<file path="src/rtl/scope_pkg.sv">
// Shared types and helpers for the XY scope pattern generator.
package scope_pkg;

    localparam int unsigned CoordW = 8;

    // One table entry as seen on the config write port: {blank, x, y}
    typedef struct packed {
        logic              blank;
        logic [CoordW-1:0] x;
        logic [CoordW-1:0] y;
    } point_t;

    typedef enum logic [1:0] {
        IDLE = 2'd0,
        READ = 2'd1,
        SHOW = 2'd2
    } state_e;

    // Add or subtract an unsigned offset and clamp to [0, maxv]; one spare
    // bit above the coordinate width catches the overflow before clamping.
    function automatic logic [15:0] sat_add(input logic [15:0] base,
                                            input logic [15:0] off,
                                            input logic        add,
                                            input logic [15:0] maxv);
        logic [16:0] sum;
        sum = '0;
        if (add) begin
            sum = {1'b0, base} + {1'b0, off};
            return (sum > {1'b0, maxv}) ? maxv : sum[15:0];
        end
        return (off > base) ? 16'd0 : (base - off);
    endfunction

endpackage

</file>
<file path="src/rtl/scope_pattern_gen_lfsr.sv">
// 16-bit Fibonacci LFSR (x^16 + x^14 + x^13 + x^11 + 1), steps only when enabled.
module scope_pattern_gen_lfsr #(
    parameter logic [15:0] Seed = 16'hACE1
) (
    input  logic        clk_i,
    input  logic        rst_ni,
    input  logic        enable_i,
    input  logic        preset_i,
    input  logic [15:0] preset_val_i,
    output logic [15:0] state_o,
    output logic        bits_o
);

    logic fb;

    assign fb     = state_o[15] ^ state_o[13] ^ state_o[12] ^ state_o[10];
    assign bits_o = state_o[15];

    // State register; an all-zero preset would lock up, so it falls back to the seed
    always_ff @(posedge clk_i) begin
        if (!rst_ni) begin
            state_o <= Seed;
        end else if (preset_i) begin
            state_o <= (preset_val_i == '0) ? Seed : preset_val_i;
        end else if (enable_i) begin
            state_o <= {state_o[14:0], fb};
        end
    end

endmodule

</file>
<file path="src/rtl/scope_pattern_gen.sv">
// XY vector-pattern generator: replays a writable point table as a frame loop
// with per-point dwell and optional saturating jitter, over a valid/ready stream.
module scope_pattern_gen
    import scope_pkg::*;
#(
    parameter  int unsigned CoordWidth  = 8,
    parameter  int unsigned Depth       = 64,
    parameter  int unsigned DwellWidth  = 8,
    parameter  int unsigned JitterWidth = 1,
    localparam int unsigned AddrW       = $clog2(Depth)
) (
    input  logic                    clk_i,
    input  logic                    rst_ni,
    input  logic                    cfg_wr_en_i,
    input  logic [AddrW-1:0]        cfg_wr_addr_i,
    input  logic [2*CoordWidth:0]   cfg_wr_data_i,
    input  logic [AddrW:0]          cfg_len_i,
    input  logic [DwellWidth-1:0]   cfg_dwell_i,
    input  logic                    cfg_jitter_en_i,
    input  logic                    run_i,
    output logic [CoordWidth-1:0]   o_x,
    output logic [CoordWidth-1:0]   o_y,
    output logic                    o_blank,
    output logic                    o_valid,
    input  logic                    i_ready,
    output logic                    o_frame_end
);

    typedef struct packed {
        logic                  blank;
        logic [CoordWidth-1:0] x;
        logic [CoordWidth-1:0] y;
    } entry_t;

    localparam logic [15:0] CoordMax = 16'((1 << CoordWidth) - 1);

    entry_t                  mem [Depth];
    entry_t                  rd_q;
    state_e                  state_q;
    logic [AddrW-1:0]        idx_q;
    logic [AddrW:0]          len_q;
    logic [DwellWidth-1:0]   dwell_q;
    logic [DwellWidth-1:0]   dwell_cnt_q;
    logic                    jit_q;
    logic                    beat;
    logic                    last_pt;
    logic [15:0]             lfsr_state;
    logic                    lfsr_bit;
    logic                    unused_lfsr;
    logic [JitterWidth-1:0]  jx;
    logic [JitterWidth-1:0]  jy;
    logic [CoordWidth-1:0]   x_j;
    logic [CoordWidth-1:0]   y_j;

    assign beat    = o_valid && i_ready;
    assign last_pt = ({1'b0, idx_q} + {{AddrW{1'b0}}, 1'b1}) == len_q;

    // Point table: one write port, one registered read port fired in READ.
    // A same-cycle write to the address being read returns the old entry.
    always_ff @(posedge clk_i) begin
        if (cfg_wr_en_i) begin
            mem[cfg_wr_addr_i] <= cfg_wr_data_i;
        end
        if (state_q == READ) begin
            rd_q <= mem[idx_q];
        end
    end

    // Jitter source advances once per accepted beat, so a held sample never changes
    scope_pattern_gen_lfsr u_lfsr (
        .clk_i        (clk_i),
        .rst_ni       (rst_ni),
        .enable_i     (beat),
        .preset_i     (1'b0),
        .preset_val_i (16'h0000),
        .state_o      (lfsr_state),
        .bits_o       (lfsr_bit)
    );

    assign jx          = lfsr_state[3 -: JitterWidth];
    assign jy          = lfsr_state[9 -: JitterWidth];
    assign unused_lfsr = ^lfsr_state;

    // Jittered coordinates; blanked points pass through untouched
    always_comb begin
        x_j = rd_q.x;
        y_j = rd_q.y;
        if (jit_q && !rd_q.blank) begin
            x_j = CoordWidth'(sat_add(16'(rd_q.x), 16'(jx), lfsr_bit, CoordMax));
            y_j = CoordWidth'(sat_add(16'(rd_q.y), 16'(jy), lfsr_bit, CoordMax));
        end
    end

    // Sample fields are driven only while valid, so reset and bubbles read as zero
    assign o_x     = o_valid ? x_j : '0;
    assign o_y     = o_valid ? y_j : '0;
    assign o_blank = o_valid ? rd_q.blank : 1'b0;

    // Frame sequencer: walks the table, counts dwell beats, owns valid and frame_end.
    // Config is latched only at frame start so mid-frame edits wait for the boundary.
    always_ff @(posedge clk_i) begin
        if (!rst_ni) begin
            state_q     <= IDLE;
            idx_q       <= '0;
            dwell_cnt_q <= '0;
            len_q       <= '0;
            dwell_q     <= '0;
            jit_q       <= 1'b0;
            o_valid     <= 1'b0;
            o_frame_end <= 1'b0;
        end else begin
            o_frame_end <= 1'b0;
            unique case (state_q)
                IDLE: begin
                    if (run_i && cfg_len_i != '0) begin
                        len_q       <= cfg_len_i;
                        dwell_q     <= cfg_dwell_i;
                        jit_q       <= cfg_jitter_en_i;
                        idx_q       <= '0;
                        dwell_cnt_q <= '0;
                        state_q     <= READ;
                    end
                end
                READ: begin
                    state_q <= SHOW;
                    o_valid <= 1'b1;
                end
                SHOW: begin
                    if (beat) begin
                        if (dwell_cnt_q < dwell_q) begin
                            dwell_cnt_q <= dwell_cnt_q + DwellWidth'(1);
                        end else begin
                            dwell_cnt_q <= '0;
                            o_valid     <= 1'b0;
                            if (last_pt) begin
                                idx_q       <= '0;
                                o_frame_end <= 1'b1;
                                len_q       <= cfg_len_i;
                                dwell_q     <= cfg_dwell_i;
                                jit_q       <= cfg_jitter_en_i;
                                state_q     <= (run_i && cfg_len_i != '0) ? READ : IDLE;
                            end else begin
                                idx_q   <= idx_q + AddrW'(1);
                                state_q <= run_i ? READ : IDLE;
                            end
                        end
                    end
                end
                default: state_q <= IDLE;
            endcase
        end
    end

endmodule

</file>
<file path="config.mk">
export PLATFORM = sky130hd
export DESIGN_NAME = scope_pattern_gen
export DESIGN_NICKNAME = d
export VERILOG_FILES = /design/src/rtl/scope_pkg.sv /design/src/rtl/scope_pattern_gen_lfsr.sv /design/src/rtl/scope_pattern_gen.sv
export SDC_FILE = /design/constraint.sdc
export NUM_CORES = 1
export LEC_CHECK = 0
export BUFFER_PORTS_ARGS = -buffer_cell sky130_fd_sc_hd__clkbuf_2
export CAP_MARGIN = 10
export CORE_MARGIN = 1
export CORE_UTILIZATION = 50
export DETAILED_ROUTE_END_ITERATION = 10
export PLACE_DENSITY = 0.72
export SETUP_SLACK_MARGIN = 0.02
export SLEW_MARGIN = 0
export SYNTH_ARGS = -nofsm -noshare
export SYNTH_HDL_FRONTEND = slang
export SYNTH_SLANG_ARGS = --single-unit
</file>
<file path="constraint.sdc">
create_clock -name clk_i -period 2.5 [get_ports clk_i]
set_clock_uncertainty 0.05 [all_clocks]
set_input_delay 0 -clock clk_i [delete_from_list [all_inputs] [get_ports clk_i]]
set_output_delay 0 -clock clk_i [all_outputs]
set_load 0.1 [all_outputs]
</file>
==> metrics.cfg <==
[critical_path]
path_buf_inv=2
crit_path_end_kind=output port
crit_type=reg -> out
cp_max_fo=2
cpMostUsedCell=or3_4
max_stage_delay_ps=390
cp_data_arrival_time_ps=3090
crit_chain=inv_1 > ha_1 > or3b_4 > or3_4 > or3_4 > mux2i_1 > a32oi_1 > o221a_4 > buf_12
cp_slowest_cell=edfxtp_1
critical_path_required_ps=2450
path_delay_family=simple AND/OR/NAND/NOR gates
crit_path_start_kind=flip-flop

[drt]
vias_per_cell=6.35
first_pass_iters=8
drc_errors=0
dr.first_iter.drc_count=3432
wl_per_cell_um=29.8
vias=24200
drt_wl_total_um=114000
ant_nets=0

[synthesis]
synth_flop_cell=edfxtp_1
syn-cell-area_um2=45700
yosys_register_bits=1155
synth_common_cells=1105 x edfxtp_1, 340 x mux4_2, 111 x nor2_1
yosysWarnings=0
syn_inst=2188
avgSynthCellArea_um2=20.9
seq_area_frac_synth_pct=74.8
synthTopCellsByArea=edfxtp_1 73%, mux4_2 17%, dfxtp_1 2.2%, nor2_1 0.91%, nand2_1 0.63%
async_flop_share_pct=0
synth_cell_types=59
yosysTopAreaCell=edfxtp_1
yosysMostFrequentCell=edfxtp_1
syn_nets=2249
yosysTopAreaCellShare_pct=72.6
synth_edf_count=1105

[cells_and_area]
finalNetCount=2612
drive_gt1_share_pct=37.5
area_growth_pct=20.8

[clocking]
cts.path.max_buffers=3
htreeDepth=3
cts_tree=built
cts_root_buf=clkbuf_16
clkTransAtPathRegs_ps=70
cts_sinks=1155
cts_made_buffers=109
worstSkewPairLatency_ps=690

[power_and_ir_drop]
switching_power_mw=8.21
combPwrFrac_pct=3.5
pwr-share-clk_pct=42.5
intPower_mw=31.6
power_frac_seq_pct=54.0
p_leak_nw=17.4
power.share.switching_pct=20.6
power_density_nw_per_um2=721
ir_drop_mv=0.609

[placement]
io_buffers=62
place_hpwl_um=63300
gp_congestion=0.846

[timing]
setup_viol=49
fmax_mhz=319
holdWs_ps=54.0
relSlewSlack_pct=21.0
finalSetupTns_ps=-9130
layout_setup_ws_ps=-639
slew_violations=0
hold_viol_final=0
finalCriticalPeriod_ps=3140
worst_pin_slew_ps=1180
rsz0062_at_grt=yes
min_period_over_period_pct=126

[global_route]
antenna_found_initial=7
grt_overflow=0
grt_pass1_wl_um=166000
grt_usage_pct=24.7
first_global_vias=24700
grt_max_degree=73

[hold_path]
hold_class=in -> reg

[floorplanning]
die_w_um=304
start_util_pct=50.6
die-height_um=304
rows=110
dieArea_um2=92600
io_pins=63
core_area_um2=90300

[outcome]
violations=negative setup slack
status=finished with violations

[run]
cap_violations=0

sequential cells by signal, indices dropped and copies added (netlist names):
register and flops:
dwell_cnt_q 8, dwell_q 8, idx_q 6, jit_q 1
len_q 7, mem 1088, o_frame_end 1, o_valid 1
rd_q 17, state_q 2, u_lfsr.state_o 16
repair_timing:
action,in CTS,in global routing
hold buffers,34,0
gates cloned,16,3
gates resized for setup,146,53
pin swaps,57,48
buffers inserted,49,19
endpoints found under the setup margin,56,54
endpoints found under the hold margin,618,0
path summary, 6_finish.rpt:
| path | startpoint | endpoint | slack, ps | depth (start not counted) |
|---|---|---|---|---|
| worst max register to register | idx_q[0] | rd_q[10] | -180 | 9 |
| worst min-delay path | cfg_wr_data_i[8] | mem[37][8] | 50 | 1 |
| worst max-delay path | rd_q[8] | o_x[7] | -640 | 9 |
| worst min register to register | u_lfsr.state_o[14] | u_lfsr.state_o[14] | 420 | 2 |
metrics by stage:
stage	worst slack (ps)	area, µm²	util (%)	power [mW]	instances
after floorplan	-459	45700	-	22.5	2188
after global placement	-423	49400	54.7	23.1	3514
after detailed placement	-434	49400	54.7	23.1	3514
after CTS	-651	54900	60.8	39.9	3811
after global routing	-778	55200	61.1	40.8	3820
final	-639	55200	61.1	39.8	3820
area by class of cell:
class                      instances  area (µm²)
tap                             1176        1470
clock buffer                     130        2870
multi-input combinational        881       11600
fill                            5942       35100
inverter                          26        98.8
timing repair buffer             378        4170
sequential                      1155       34200
clock inverter                    73         806
antenna                            1        2.50
cell usage in the layout (no fill, tap or decap), types with 18 or more instances in the layout:
cell type,n
dlygate4sd3_1,34
nand4_1,39
nand2_1,73
dfxtp_1,45
buf_4,178
o22ai_2,18
nor2_1,65
a21oi_1,24
mux4_2,340
nand3_1,40
clkbuf_16,114
clkinv_2,25
buf_6,28
nor2_2,44
buf_12,64
clkbuf_2,46
nand4b_1,33
inv_1,23
clkinv_1,21
edfxtp_1,1105
metal layers:
layer	routed length [µm]	global-route usage (%)	up-vias
met1	43100	34.5	12600
met3	12700	5.68	210
met5	72	0	-
met2	55100	39.5	1470
li1	-	-	9918
met4	2880	6.44	10
cell families (layout without fill, tap and decap cells):
logic type | after synthesis | in the layout | share of synthesized area, %
other | 0 | 1 | 0
buffers and inverters | 152 | 607 | 1.43
DFF | 1155 | 1155 | 74.8
muxes | 342 | 342 | 16.8
xor gates and xnor gates | 24 | 24 | 0.460
AOI/OAI and AO/OA | 136 | 136 | 1.96
adders and majority gates | 17 | 17 | 0.466
and+or+nand+nor | 362 | 362 | 4.03
worst register-to-register path, cell delays in order (launching register included):
cell and delay (ps):
dfxtp_4 370, buf_12 140, buf_12 120, buf_8 120, buf_16 130, mux4_2 520, mux4_2 580, o22ai_2 220
buf_6 150, nor2_2 40
power groups by stage:
stage	sequential, mW	clock [mW]	combinational, mW
final	21.5	16.9	1.39
after global routing	21.5	17.8	1.47
after CTS	21.5	17.1	1.36
after detailed placement	21.9	0	1.23
after global placement	21.9	0	1.17
after floorplan	21.9	0	0.608
No activity file was read; power rests on OpenSTA's default activity.
